$ cat src/rtl/ps2_key_source.sv
// ps2_key_source: PS/2 scan-code set 2 receiver and ASCII decoder feeding the
// text renderer's character-entry interface. Runs entirely in iVGA_CLK.
//
// Ports:
//   iVGA_CLK       system/pixel clock
//   iRST_n         asynchronous active-low reset
//   ps2_clk        raw PS/2 clock (asynchronous)
//   ps2_data       raw PS/2 data (asynchronous)
//   KeyboardInput  ASCII of the last accepted character
//   AdvanceCursor  cursor-advance strobe, ADV_PULSE_CYCLES wide
//   scan_code      last good received byte
//   scan_valid     1-cycle pulse per good frame
//   frame_err      1-cycle pulse on parity, stop or timeout error
//   shift_active   high while either shift key is held
//
// Optional build macro KBD_TYPEMATIC_FILTER_EN: when defined, a make code that
// repeats the previous make code without an intervening break of that key
// produces no character (keyboard auto-repeat suppressed).
module ps2_key_source #(
  parameter int unsigned FILTER_LEN       = 8,
  parameter int unsigned TIMEOUT_CYCLES   = 50000,
  parameter int unsigned ADV_PULSE_CYCLES = 16
) (
  input  logic       iVGA_CLK,
  input  logic       iRST_n,
  input  logic       ps2_clk,
  input  logic       ps2_data,
  output logic [7:0] KeyboardInput,
  output logic       AdvanceCursor,
  output logic [7:0] scan_code,
  output logic       scan_valid,
  output logic       frame_err,
  output logic       shift_active
);

  localparam int unsigned FiltW    = $clog2(FILTER_LEN + 1);
  localparam int unsigned TimeoutW = $clog2(TIMEOUT_CYCLES + 1);
  localparam int unsigned AdvW     = $clog2(ADV_PULSE_CYCLES + 1);

  localparam logic [7:0] CodeBreak  = 8'hF0;
  localparam logic [7:0] CodeExt    = 8'hE0;
  localparam logic [7:0] CodeShiftL = 8'h12;
  localparam logic [7:0] CodeShiftR = 8'h59;

  // ---------------------------------------------------------------------------
  // Synchronisers and clock filter
  // ---------------------------------------------------------------------------
  logic [1:0]       clk_sync_q, data_sync_q;
  logic             clk_s, data_s;
  logic             filt_clk_q, filt_clk_d;
  logic [FiltW-1:0] filt_cnt_q, filt_cnt_d;
  logic             filt_edge, filt_fall;

  assign clk_s  = clk_sync_q[1];
  assign data_s = data_sync_q[1];

  // Idle PS/2 lines are high, so sync/filter state resets high to avoid a
  // spurious falling edge after reset.
  always_ff @(posedge iVGA_CLK or negedge iRST_n) begin
    if (!iRST_n) begin
      clk_sync_q  <= 2'b11;
      data_sync_q <= 2'b11;
      filt_clk_q  <= 1'b1;
      filt_cnt_q  <= '0;
    end else begin
      clk_sync_q  <= {clk_sync_q[0], ps2_clk};
      data_sync_q <= {data_sync_q[0], ps2_data};
      filt_clk_q  <= filt_clk_d;
      filt_cnt_q  <= filt_cnt_d;
    end
  end

  // Count consecutive samples that differ from the accepted level; flip on the
  // FILTER_LEN-th one. Any agreeing sample restarts the count.
  always_comb begin
    filt_clk_d = filt_clk_q;
    filt_cnt_d = '0;
    if (clk_s != filt_clk_q) begin
      if (filt_cnt_q == FiltW'(FILTER_LEN - 1)) begin
        filt_clk_d = clk_s;
      end else begin
        filt_cnt_d = filt_cnt_q + 1'b1;
      end
    end
  end

  assign filt_edge = (filt_clk_d != filt_clk_q);
  assign filt_fall = filt_edge & filt_clk_q;

  // ---------------------------------------------------------------------------
  // Receiver FSM
  // ---------------------------------------------------------------------------
  typedef enum logic [1:0] {RxIdle, RxData, RxParity, RxStop} rx_state_e;

  rx_state_e           rx_state_q, rx_state_d;
  logic [7:0]          rx_shift_q, rx_shift_d;
  logic [2:0]          rx_bit_cnt_q, rx_bit_cnt_d;
  logic [TimeoutW-1:0] tmo_cnt_q, tmo_cnt_d;
  logic                timeout_hit, par_ok;
  logic                rx_good, rx_err;
  logic [7:0]          scan_code_q;
  logic                scan_valid_q, frame_err_q;

  always_ff @(posedge iVGA_CLK or negedge iRST_n) begin
    if (!iRST_n) begin
      rx_state_q <= RxIdle;
    end else begin
      rx_state_q <= rx_state_d;
    end
  end

  assign timeout_hit = (rx_state_q != RxIdle) && !filt_edge &&
                       (tmo_cnt_q == TimeoutW'(TIMEOUT_CYCLES - 1));
  assign par_ok      = ^{rx_shift_q, data_s};

  always_comb begin
    rx_state_d = rx_state_q;
    if (timeout_hit) begin
      rx_state_d = RxIdle;
    end else if (filt_fall) begin
      case (rx_state_q)
        RxIdle:   if (!data_s) rx_state_d = RxData;
        RxData:   if (rx_bit_cnt_q == 3'd7) rx_state_d = RxParity;
        RxParity: rx_state_d = par_ok ? RxStop : RxIdle;
        RxStop:   rx_state_d = RxIdle;
        default:  rx_state_d = RxIdle;
      endcase
    end
  end

  always_comb begin
    rx_good = !timeout_hit && filt_fall && (rx_state_q == RxStop) && data_s;
    rx_err  = timeout_hit ||
              (filt_fall && (rx_state_q == RxParity) && !par_ok) ||
              (filt_fall && (rx_state_q == RxStop) && !data_s);
  end

  always_comb begin
    rx_shift_d   = rx_shift_q;
    rx_bit_cnt_d = rx_bit_cnt_q;
    if (filt_fall) begin
      if (rx_state_q == RxIdle) begin
        rx_bit_cnt_d = '0;
      end else if (rx_state_q == RxData) begin
        rx_shift_d   = {data_s, rx_shift_q[7:1]};
        rx_bit_cnt_d = rx_bit_cnt_q + 1'b1;
      end
    end
    // Timeout counter only runs inside a frame and restarts on every edge.
    if ((rx_state_q == RxIdle) || filt_edge) begin
      tmo_cnt_d = '0;
    end else begin
      tmo_cnt_d = tmo_cnt_q + 1'b1;
    end
  end

  always_ff @(posedge iVGA_CLK or negedge iRST_n) begin
    if (!iRST_n) begin
      rx_shift_q   <= '0;
      rx_bit_cnt_q <= '0;
      tmo_cnt_q    <= '0;
      scan_code_q  <= '0;
      scan_valid_q <= 1'b0;
      frame_err_q  <= 1'b0;
    end else begin
      rx_shift_q   <= rx_shift_d;
      rx_bit_cnt_q <= rx_bit_cnt_d;
      tmo_cnt_q    <= tmo_cnt_d;
      scan_code_q  <= rx_good ? rx_shift_q : scan_code_q;
      scan_valid_q <= rx_good;
      frame_err_q  <= rx_err;
    end
  end

  // ---------------------------------------------------------------------------
  // Decoder FSM
  // ---------------------------------------------------------------------------
  typedef enum logic [1:0] {DIdle, DBreak, DExt, DExtBreak} dec_state_e;

  dec_state_e dec_state_q, dec_state_d;
  logic       shift_l_q, shift_l_d, shift_r_q, shift_r_d;
  logic       char_valid;
  logic [7:0] char_code;
  logic [8:0] mapped;
`ifdef KBD_TYPEMATIC_FILTER_EN
  logic [7:0] last_make_q, last_make_d;
`endif

  // Returns {valid, ascii} for a make code under the given shift state.
  function automatic logic [8:0] map_code(input logic [7:0] code, input logic shift);
    logic [7:0] ltr;
    ltr      = 8'h00;
    map_code = 9'h000;
    case (code)
      8'h1C: ltr = 8'h61;
      8'h32: ltr = 8'h62;
      8'h21: ltr = 8'h63;
      8'h23: ltr = 8'h64;
      8'h24: ltr = 8'h65;
      8'h2B: ltr = 8'h66;
      8'h34: ltr = 8'h67;
      8'h33: ltr = 8'h68;
      8'h43: ltr = 8'h69;
      8'h3B: ltr = 8'h6A;
      8'h42: ltr = 8'h6B;
      8'h4B: ltr = 8'h6C;
      8'h3A: ltr = 8'h6D;
      8'h31: ltr = 8'h6E;
      8'h44: ltr = 8'h6F;
      8'h4D: ltr = 8'h70;
      8'h15: ltr = 8'h71;
      8'h2D: ltr = 8'h72;
      8'h1B: ltr = 8'h73;
      8'h2C: ltr = 8'h74;
      8'h3C: ltr = 8'h75;
      8'h2A: ltr = 8'h76;
      8'h1D: ltr = 8'h77;
      8'h22: ltr = 8'h78;
      8'h35: ltr = 8'h79;
      8'h1A: ltr = 8'h7A;
      8'h45: map_code = {1'b1, 8'h30};
      8'h16: map_code = {1'b1, 8'h31};
      8'h1E: map_code = {1'b1, 8'h32};
      8'h26: map_code = {1'b1, 8'h33};
      8'h25: map_code = {1'b1, 8'h34};
      8'h2E: map_code = {1'b1, 8'h35};
      8'h36: map_code = {1'b1, 8'h36};
      8'h3D: map_code = {1'b1, 8'h37};
      8'h3E: map_code = {1'b1, 8'h38};
      8'h46: map_code = {1'b1, 8'h39};
      8'h4E: if (!shift) map_code = {1'b1, 8'h2D};
      8'h55: if (!shift) map_code = {1'b1, 8'h3D};
      8'h29: if (!shift) map_code = {1'b1, 8'h20};
      8'h5D: if (shift) map_code = {1'b1, 8'h7C};
      default: ;
    endcase
    if (ltr != 8'h00) begin
      map_code = {1'b1, (shift ? ltr - 8'h20 : ltr)};
    end
  endfunction

  assign mapped = map_code(scan_code_q, shift_l_q | shift_r_q);

  always_ff @(posedge iVGA_CLK or negedge iRST_n) begin
    if (!iRST_n) begin
      dec_state_q <= DIdle;
    end else begin
      dec_state_q <= dec_state_d;
    end
  end

  always_comb begin
    dec_state_d = dec_state_q;
    if (scan_valid_q) begin
      case (dec_state_q)
        DIdle: begin
          if (scan_code_q == CodeBreak)    dec_state_d = DBreak;
          else if (scan_code_q == CodeExt) dec_state_d = DExt;
        end
        DExt:    dec_state_d = (scan_code_q == CodeBreak) ? DExtBreak : DIdle;
        default: dec_state_d = DIdle;
      endcase
    end
  end

  always_comb begin
    shift_l_d   = shift_l_q;
    shift_r_d   = shift_r_q;
    char_valid  = 1'b0;
    char_code   = mapped[7:0];
`ifdef KBD_TYPEMATIC_FILTER_EN
    last_make_d = last_make_q;
`endif
    if (scan_valid_q) begin
      if (dec_state_q == DIdle && scan_code_q != CodeBreak && scan_code_q != CodeExt) begin
        if (scan_code_q == CodeShiftL) shift_l_d = 1'b1;
        if (scan_code_q == CodeShiftR) shift_r_d = 1'b1;
`ifdef KBD_TYPEMATIC_FILTER_EN
        char_valid  = mapped[8] && (scan_code_q != last_make_q);
        last_make_d = scan_code_q;
`else
        char_valid  = mapped[8];
`endif
      end else if (dec_state_q == DBreak) begin
        if (scan_code_q == CodeShiftL) shift_l_d = 1'b0;
        if (scan_code_q == CodeShiftR) shift_r_d = 1'b0;
`ifdef KBD_TYPEMATIC_FILTER_EN
        if (scan_code_q == last_make_q) last_make_d = 8'h00;
`endif
      end
    end
  end

  always_ff @(posedge iVGA_CLK or negedge iRST_n) begin
    if (!iRST_n) begin
      shift_l_q   <= 1'b0;
      shift_r_q   <= 1'b0;
`ifdef KBD_TYPEMATIC_FILTER_EN
      last_make_q <= 8'h00;
`endif
    end else begin
      shift_l_q   <= shift_l_d;
      shift_r_q   <= shift_r_d;
`ifdef KBD_TYPEMATIC_FILTER_EN
      last_make_q <= last_make_d;
`endif
    end
  end

  // ---------------------------------------------------------------------------
  // Character output and cursor strobe
  // ---------------------------------------------------------------------------
  logic [7:0]      kbd_q, kbd_d;
  logic            pending_q, pending_d;
  logic            adv_q, adv_d;
  logic [AdvW-1:0] adv_cnt_q, adv_cnt_d;
  logic            accept;

  // pending_q marks the cycle before the strobe rises; characters arriving
  // then or while the strobe is high are dropped.
  assign accept = char_valid && !pending_q && !adv_q;

  always_comb begin
    kbd_d     = accept ? char_code : kbd_q;
    pending_d = accept;
    adv_d     = adv_q;
    adv_cnt_d = adv_cnt_q;
    if (pending_q) begin
      adv_d     = 1'b1;
      adv_cnt_d = '0;
    end else if (adv_q) begin
      if (adv_cnt_q == AdvW'(ADV_PULSE_CYCLES - 1)) begin
        adv_d     = 1'b0;
        adv_cnt_d = '0;
      end else begin
        adv_cnt_d = adv_cnt_q + 1'b1;
      end
    end
  end

  always_ff @(posedge iVGA_CLK or negedge iRST_n) begin
    if (!iRST_n) begin
      kbd_q     <= '0;
      pending_q <= 1'b0;
      adv_q     <= 1'b0;
      adv_cnt_q <= '0;
    end else begin
      kbd_q     <= kbd_d;
      pending_q <= pending_d;
      adv_q     <= adv_d;
      adv_cnt_q <= adv_cnt_d;
    end
  end

  assign KeyboardInput = kbd_q;
  assign AdvanceCursor = adv_q;
  assign scan_code     = scan_code_q;
  assign scan_valid    = scan_valid_q;
  assign frame_err     = frame_err_q;
  assign shift_active  = shift_l_q | shift_r_q;

endmodule
$ cat config.mk
export PLATFORM = sky130hd
export DESIGN_NAME = ps2_key_source
export DESIGN_NICKNAME = d
export VERILOG_FILES = /design/src/rtl/ps2_key_source.sv
export SDC_FILE = /design/constraint.sdc
export NUM_CORES = 1
export LEC_CHECK = 0
export BUFFER_PORTS_ARGS = -buffer_cell sky130_fd_sc_hd__buf_2
export CORE_UTILIZATION = 50
export DETAILED_ROUTE_END_ITERATION = 16
export GPL_TIMING_DRIVEN = 0
export MAX_ROUTING_LAYER = met4
export PLACE_DENSITY_LB_ADDON = 0.1
export SLEW_MARGIN = 20
export SYNTH_ARGS = -nofsm -noshare
export SYNTH_HDL_FRONTEND = slang
export SYNTH_SLANG_ARGS = --single-unit
$ cat constraint.sdc
create_clock -name iVGA_CLK -period 2.9 [get_ports iVGA_CLK]
set_clock_uncertainty 0.15 [all_clocks]
set_input_delay 0.58 -clock iVGA_CLK [delete_from_list [all_inputs] [get_ports iVGA_CLK]]
set_output_delay 0.58 -clock iVGA_CLK [all_outputs]
set_load 0.01 [all_outputs]
==> reports/metrics.csv, run 1 <==
metric;value;unit
Rows;31;
clock latency on the worst-skew pair;350;ps
core box area;0.007408;mm²
Setup CP Type;reg -> reg;
hold path depth;1;
global route total overflow;0;
Synth Instances;393;
Crit. path cell count;6;
CP Capture Type;register;
CTS root buf;clkbuf_8;
largest net degree at the start of global routing;59;
Yosys top cell area share;0.3974;
placed insts;516;
Synth warnings;0;
CTS buffer count;9;
Vias/cell;5.927;
die area;0.008165;mm²
syn avg cell area;9.933;µm²
fmax;0.3704;GHz
R2R Setup Slk;200;ps
Post-synth ARST share;1.000;
post-synth top area cell;dfrtp_1;
Area growth, synth to finish;13.85;%
Static Leak;1.994;nW
max incr delay on CP;520;ps
Post-Route WL;8676;µm
worst path arrival time;2780;ps
DR WL/cell;16.25;µm
cell breakdown of the critical path;clkbuf_1, nor3_1, a311o_1, o41a_1, buf_6, mux2_4;
final setup fails;0;
via count;3165;
CTS tree;built;
Max Fanout on Critical Path;10;
relative slew slack;0.5814;
Initial Util;0.5269;
first drt pass iteration count;6;
commonest non-fill, non-tap cells in the layout;62 x dfrtp_1, 33 x nor2_1, 30 x buf_2;
initial antenna violation count;0;
Final ANT Viol Nets;0;
Distinct cells, synth;66;
Total GRT Usage;0.2309;
Power Dens Cells;483.1;mW/mm²
Final Wtd Congestion;0.9716;
Critical Path RT;2980;ps
outcome;finished, final reports clean;
Pwr Total;0.002147;W
syn_nets;405;
Ports;24;
global-route wire length before repair;14580;µm
MaxCap Viol Count;0;
fraction of layout cells with a size suffix above 1;0.2184;
fillcell total;616;
FF+latch count, synth;67;
Top FF cell, synth;dfrtp_1;
hold_ws;181.3;ps
ranking of synthesized cells by area;dfrtp_1 40%, mux2_2 5.8%, dfstp_2 3.4%;
dpl hpwl;6073;µm
Reg2Reg Depth;6;
most common cell after layout, fill and taps aside;dfrtp_1;
RSZ-0062 raised after global routing;false;
number of synthesized flops with an enable pin;0;
post-route DRC violation count;0;
Crit-path slowest cell;dfrtp_1;
# diodes;0;
fin. max-slew vios;0;
worst vdd ir;0.0004252;V
Cell Count, Final, Fillers Out;534;
fin nets;442;
Initial DRC Count;265;
IO Port Bufs;23;
Final min period;2700;ps
Clk pin slew, worst setup/hold paths;70;ps
Synth Cell Area;0.003904;mm²
Setup crit start kind;register;
Fin. Hold Viols;0;
Worst path top cell family by delay;compound AO/OA/AOI/OAI gates;
post-route clock period utilization;0.9309;
H-tree levels;3;
Max Buffers Root-to-Sink;2;
sequential fraction of the synthesis area;0.4311;
DIE WIDTH;90.36;µm
vias in the first global route;2979;
# clock sinks;67;
slew of the pin with the lowest slew margin;626.3;ps
CP bufs+invs;2;
Die Ht;90.36;µm
Hold Crit Class;in -> reg;
==> kinds of logic (layout without fill, tap and decap cells) <==
logic type | after synthesis | after routing | synth area share
multiplexers | 29 | 29 | 0.08846
AO/OA/AOI/OAI | 73 | 73 | 0.1295
buffers and inverters | 35 | 77 | 0.04680
XOR/XNOR | 24 | 24 | 0.05737
flip-flops | 67 | 67 | 0.4311
AND/OR/NAND/NOR | 157 | 157 | 0.2212
adder cells (fa/ha/maj) | 8 | 8 | 0.02564
==> sequential cells by signal, summed over array words and instances (netlist names), 2 cells and up <==
name	flops
scan_code	8
tmo_cnt_q	16
KeyboardInput	8
dec_state_q	2
rx_state_q	2
rx_shift_q	8
data_sync_q	2
clk_sync_q	2
rx_bit_cnt_q	3
adv_cnt_q	5
filt_cnt_q	4
==> routing by layer <==
metal,wire length (µm),share of wire,global-route usage,vias to the layer above
li1,-,-,-,1496
met1,3820,0.44,0.2931,1494
met2,4040,0.47,0.3524,134
met3,561,0.065,0.05387,41
met4,254,0.029,0.1035,0
met5,0,0,-,-
==> cells in the mapped netlist, drive strengths merged (4+ instances only) <==
master	instances
a21oi	11
and3	5
buf	14
clkbuf	10
dfrtp	62
dfstp	5
ha	8
inv	11
mux2	26
nand2	27
nand2b	16
nand3	12
nand3b	4
nand4	7
nand4b	4
nor2	33
nor2b	8
nor3	11
nor4	5
nor4b	4
o21ai	21
o22ai	5
or3	4
xnor2	11
xor2	12
==> worst paths after layout <==
path | start | endpoint
setup / recovery | scan_code[7]$_DFFE_PN0P_ | KeyboardInput[0]$_DFFE_PN0P_
hold / removal | ps2_clk | clk_sync_q[0]$_DFF_PN1_
setup reg to reg | scan_code[7]$_DFFE_PN0P_ | KeyboardInput[0]$_DFFE_PN0P_
hold reg to reg | data_sync_q[0]$_DFF_PN1_ | data_sync_q[1]$_DFF_PN1_
max in group asynchronous | iRST_n | filt_clk_q$_DFF_PN1_
min in group asynchronous | iRST_n | shift_l_q$_DFFE_PN0P_
==> cell type report <==
cell class              instances  area [µm²]  share of cell area
multi-input cells             291        2057              0.4628
repair buffers                 26       162.7             0.03660
clock inverters                 5       83.83             0.01886
flip-flops and latches         67        1683              0.3787
well taps                      99       123.9             0.02787
plain buffers                  24       141.4             0.03181
clock buffers                  11       151.4             0.03407
inverters                      11       41.29            0.009291
==> power breakdown <==
part,internal (W),switching (W)
clock,0.000534,0.000354
combinational,0.0000907,0.000143
sequential,0.000988,0.0000372
total,0.00161,0.000535
==> stage by stage <==
| stage | worst slack (ps) | area [µm²] | TNS, ps | utilization |
|---|---|---|---|---|
| floorplan | 337.6 | 3904 | 0 | - |
| global placement | -147.0 | 4143 | -1061 | 0.5592 |
| detailed placement | -153.6 | 4173 | -1150 | 0.5632 |
| CTS | 12.39 | 4425 | 0 | 0.5974 |
| global route | 38.30 | 4444 | 0 | 0.5999 |
| finish | 200.4 | 4444 | 0 | 0.5999 |
==> repair_timing <==
action | CTS | global route
hold buffers | 1 | 0
pin swaps | 1 | 1
endpoints found under the setup margin | 8 | 14
gates resized for setup | 0 | 3
gates cloned | 0 | 0
hold endpoints to repair | 9 | 0
setup buffers | 1 | 0
Note: power is estimated with default switching activity, not from simulation.
==> inputs of run 2 (changes only) <==
--- a/config.mk
+++ b/config.mk
@@ -6,6 +6,7 @@
 export NUM_CORES = 1
 export LEC_CHECK = 0
 export BUFFER_PORTS_ARGS = -buffer_cell sky130_fd_sc_hd__buf_2
+export CORE_ASPECT_RATIO = 1.5
 export CORE_UTILIZATION = 50
 export DETAILED_ROUTE_END_ITERATION = 16
 export GPL_TIMING_DRIVEN = 0
==> run 2 against run 1 <==
Cell count up 0.56%. Clock power up 13%. Sequential cell count unchanged. Count of clock-buffer cells in the layout up 1. Fmax down 3.5%. Combinational power up 3%. First-iteration DRC count down 13%. Critical path type unchanged. Largest cell class unchanged.
==> reports/metrics.csv, run 2 (synthesized netlist as in run 1, its figures left out) <==
metric;value;unit;change
crit path from;scan_code[5]$_DFFE_PN0P_;;
Placement Setup Slack;-206.4;ps;-52.81 ps
cell breakdown of the critical path;buf_2, or4b_1, a211o_1, o311a_1, o211ai_2, o41a_1, buf_6, mux2_4;;
Initial DRC Count;230;;-13%
max incr delay on CP;600;ps;+80 ps
# clock sinks;67;;unchanged
RSZ-0062 raised after global routing;false;;
Cell Count, Final, Fillers Out;537;;+0.56%
global route total overflow;0;;unchanged
core box area;0.007612;mm²;+2.8%
Critical Path RT;2970;ps;about the same
worst r2r src;scan_code[5]$_DFFE_PN0P_;;
placed insts;519;;+0.58%
CP bufs+invs;2;;unchanged
via count;3191;;+0.82%
Final min period;2797;ps;+97.10 ps
die area;0.008172;mm²;about the same
global-route wire length before repair;14640;µm;+0.43%
Max Buffers Root-to-Sink;2;;unchanged
DR WL/cell;17.15;µm;+5.5%
CTS buffer count;9;;unchanged
R2R Setup Slk;100;ps;-100 ps
Clk pin slew, worst setup/hold paths;60;ps;about the same
post-route DRC violation count;0;;unchanged
relative slew slack;0.5776;;-0.003755
commonest non-fill, non-tap cells in the layout;62 x dfrtp_1, 33 x nor2_1, 30 x buf_2;;
CTS root buf;clkbuf_16;;
final setup fails;0;;unchanged
Crit. path cell count;8;;+2
Worst path top cell family by delay;compound AO/OA/AOI/OAI gates;;
max FFs per register;16;;unchanged
Crit-path slowest cell;or4b_1;;
initial antenna violation count;0;;unchanged
# diodes;0;;unchanged
Area growth, synth to finish;15.29;%;
slew of the pin with the lowest slew margin;624.8;ps;-1.532 ps
fin nets;442;;unchanged
Fin. Hold Viols;0;;unchanged
worst path arrival time;2860;ps;+80 ps
H-tree levels;3;;unchanged
MaxCap Viol Count;0;;unchanged
vias in the first global route;3030;;+1.7%
hold_ws;14.62;ps;-166.7 ps
fraction of layout cells with a size suffix above 1;0.2230;;+0.004598
outcome;finished, final reports clean;;
Ports;24;;unchanged
Util after Layout;0.5912;;-0.008676
largest reg by FF count;tmo_cnt_q;;
Pwr Total;0.002270;W;+5.7%
dpl hpwl;6545;µm;+7.8%
IO Port Bufs;23;;unchanged
CTS tree;built;;
most common cell after layout, fill and taps aside;dfrtp_1;;
fin. max-slew vios;0;;unchanged
Setup crit start kind;register;;
Final Wtd Congestion;1.038;;+6.8%
post-route clock period utilization;0.9644;;+0.03348
Vias/cell;5.942;;+0.26%
Reg2Reg Depth;8;;+2
DIE WIDTH;74.15;µm;-18%
worst vdd ir;0.0006698;V;+57%
Hold Crit Class;in -> async;;
RR Endpoint;KeyboardInput[2]$_DFFE_PN0P_;;
first drt pass iteration count;7;;+1
largest net degree at the start of global routing;40;;-32%
CP Capture Type;register;;
Final ANT Viol Nets;0;;unchanged
Post-Route WL;9207;µm;+6.1%
Initial Util;0.5128;;-0.01412
fmax;0.3576;GHz;-3.5%
clock latency on the worst-skew pair;330;ps;-20 ps
Power Dens Cells;504.3;mW/mm²;+4.4%
Rows;39;;+26%
Total GRT Usage;0.2516;;+0.02075
Setup WS post-layout;103.3;ps;-97.10 ps
Static Leak;2.018;nW;+1.2%
worst setup path end;KeyboardInput[2]$_DFFE_PN0P_;;
Max Fanout on Critical Path;10;;unchanged
Die Ht;110.2;µm;+22%
Setup CP Type;reg -> reg;;
run 2: changes by cell type in the layout (fill, tap and decap cells not counted), sizes merged:
cell / change
clkinv: +2
dlygate4sd3: -1
bufinv: -2
buf: +1
inv: -1
clkbuf: +1
run 2: metal layers:
metal,up-vias,share of wire,global-route usage
met1,1548,0.40,0.2697
met4,0,0.049,0.1566
met5,-,0,-
li1,1498,-,-
met3,40,0.044,0.06091
met2,105,0.51,0.4130
run 2: area by class of cell:
class | instances | area, µm²
fillers | 698 | 3112
multi-input cells | 291 | 2072
flip-flops and latches | 67 | 1683
clock buffers | 12 | 256.5
repair buffers | 26 | 152.6
plain buffers | 24 | 142.6
well taps | 102 | 127.6
inverters | 11 | 41.29
clock inverters | 4 | 25.02
run 2: repair_timing:
| item | CTS | global route |
|---|---|---|
| pin swaps | 1 | 1 |
| resized for setup | 1 | 6 |
| cloned | 0 | 0 |
| setup endpoints to repair | 16 | 14 |
| hold buffers | 0 | 0 |
| setup buffers | 1 | 1 |
run 2: how the worst min path moves through the flow:
stage               cells after the start                      from                           end  slack (ps)
global route                            1                    iRST_n  KeyboardInput[7]$_DFFE_PN0P_          40
floorplan                               0                    iRST_n       AdvanceCursor$_DFF_PN0_         130
detailed placement                      0  data_sync_q[0]$_DFF_PN1_      data_sync_q[1]$_DFF_PN1_         200
CTS                                     1                    iRST_n  KeyboardInput[6]$_DFFE_PN0P_          20
global placement                        0   clk_sync_q[0]$_DFF_PN1_       clk_sync_q[1]$_DFF_PN1_         200
finish                                  1                    iRST_n  KeyboardInput[5]$_DFFE_PN0P_          10
run 2: worst register-to-register path, cell delays in order (launching register included):
cell      delay (ps)
dfrtp_1          360
buf_2            200
or4b_1           600
a211o_1          350
o311a_1          180
o211ai_2         160
o41a_1           220
buf_6            160
mux2_4           300
run 2: power breakdown:
| group | total [W] | internal (W) | switching (W) |
|---|---|---|---|
| logic | 0.000240 | 0.0000961 | 0.000144 |
| clock network | 0.00100 | 0.000621 | 0.000383 |
| registers | 0.00103 | 0.000990 | 0.0000359 |
| total | 0.00227 | 0.00171 | 0.000563 |
run 2: metrics by stage:
stage	setup TNS (ps)	instance area, µm²
4_1_cts	0	4464
2_1_floorplan	0	3904
3_5_place_dp	-2768	4169
5_1_grt	0	4501
6_report	0	4501
3_3_place_gp	-2182	4146
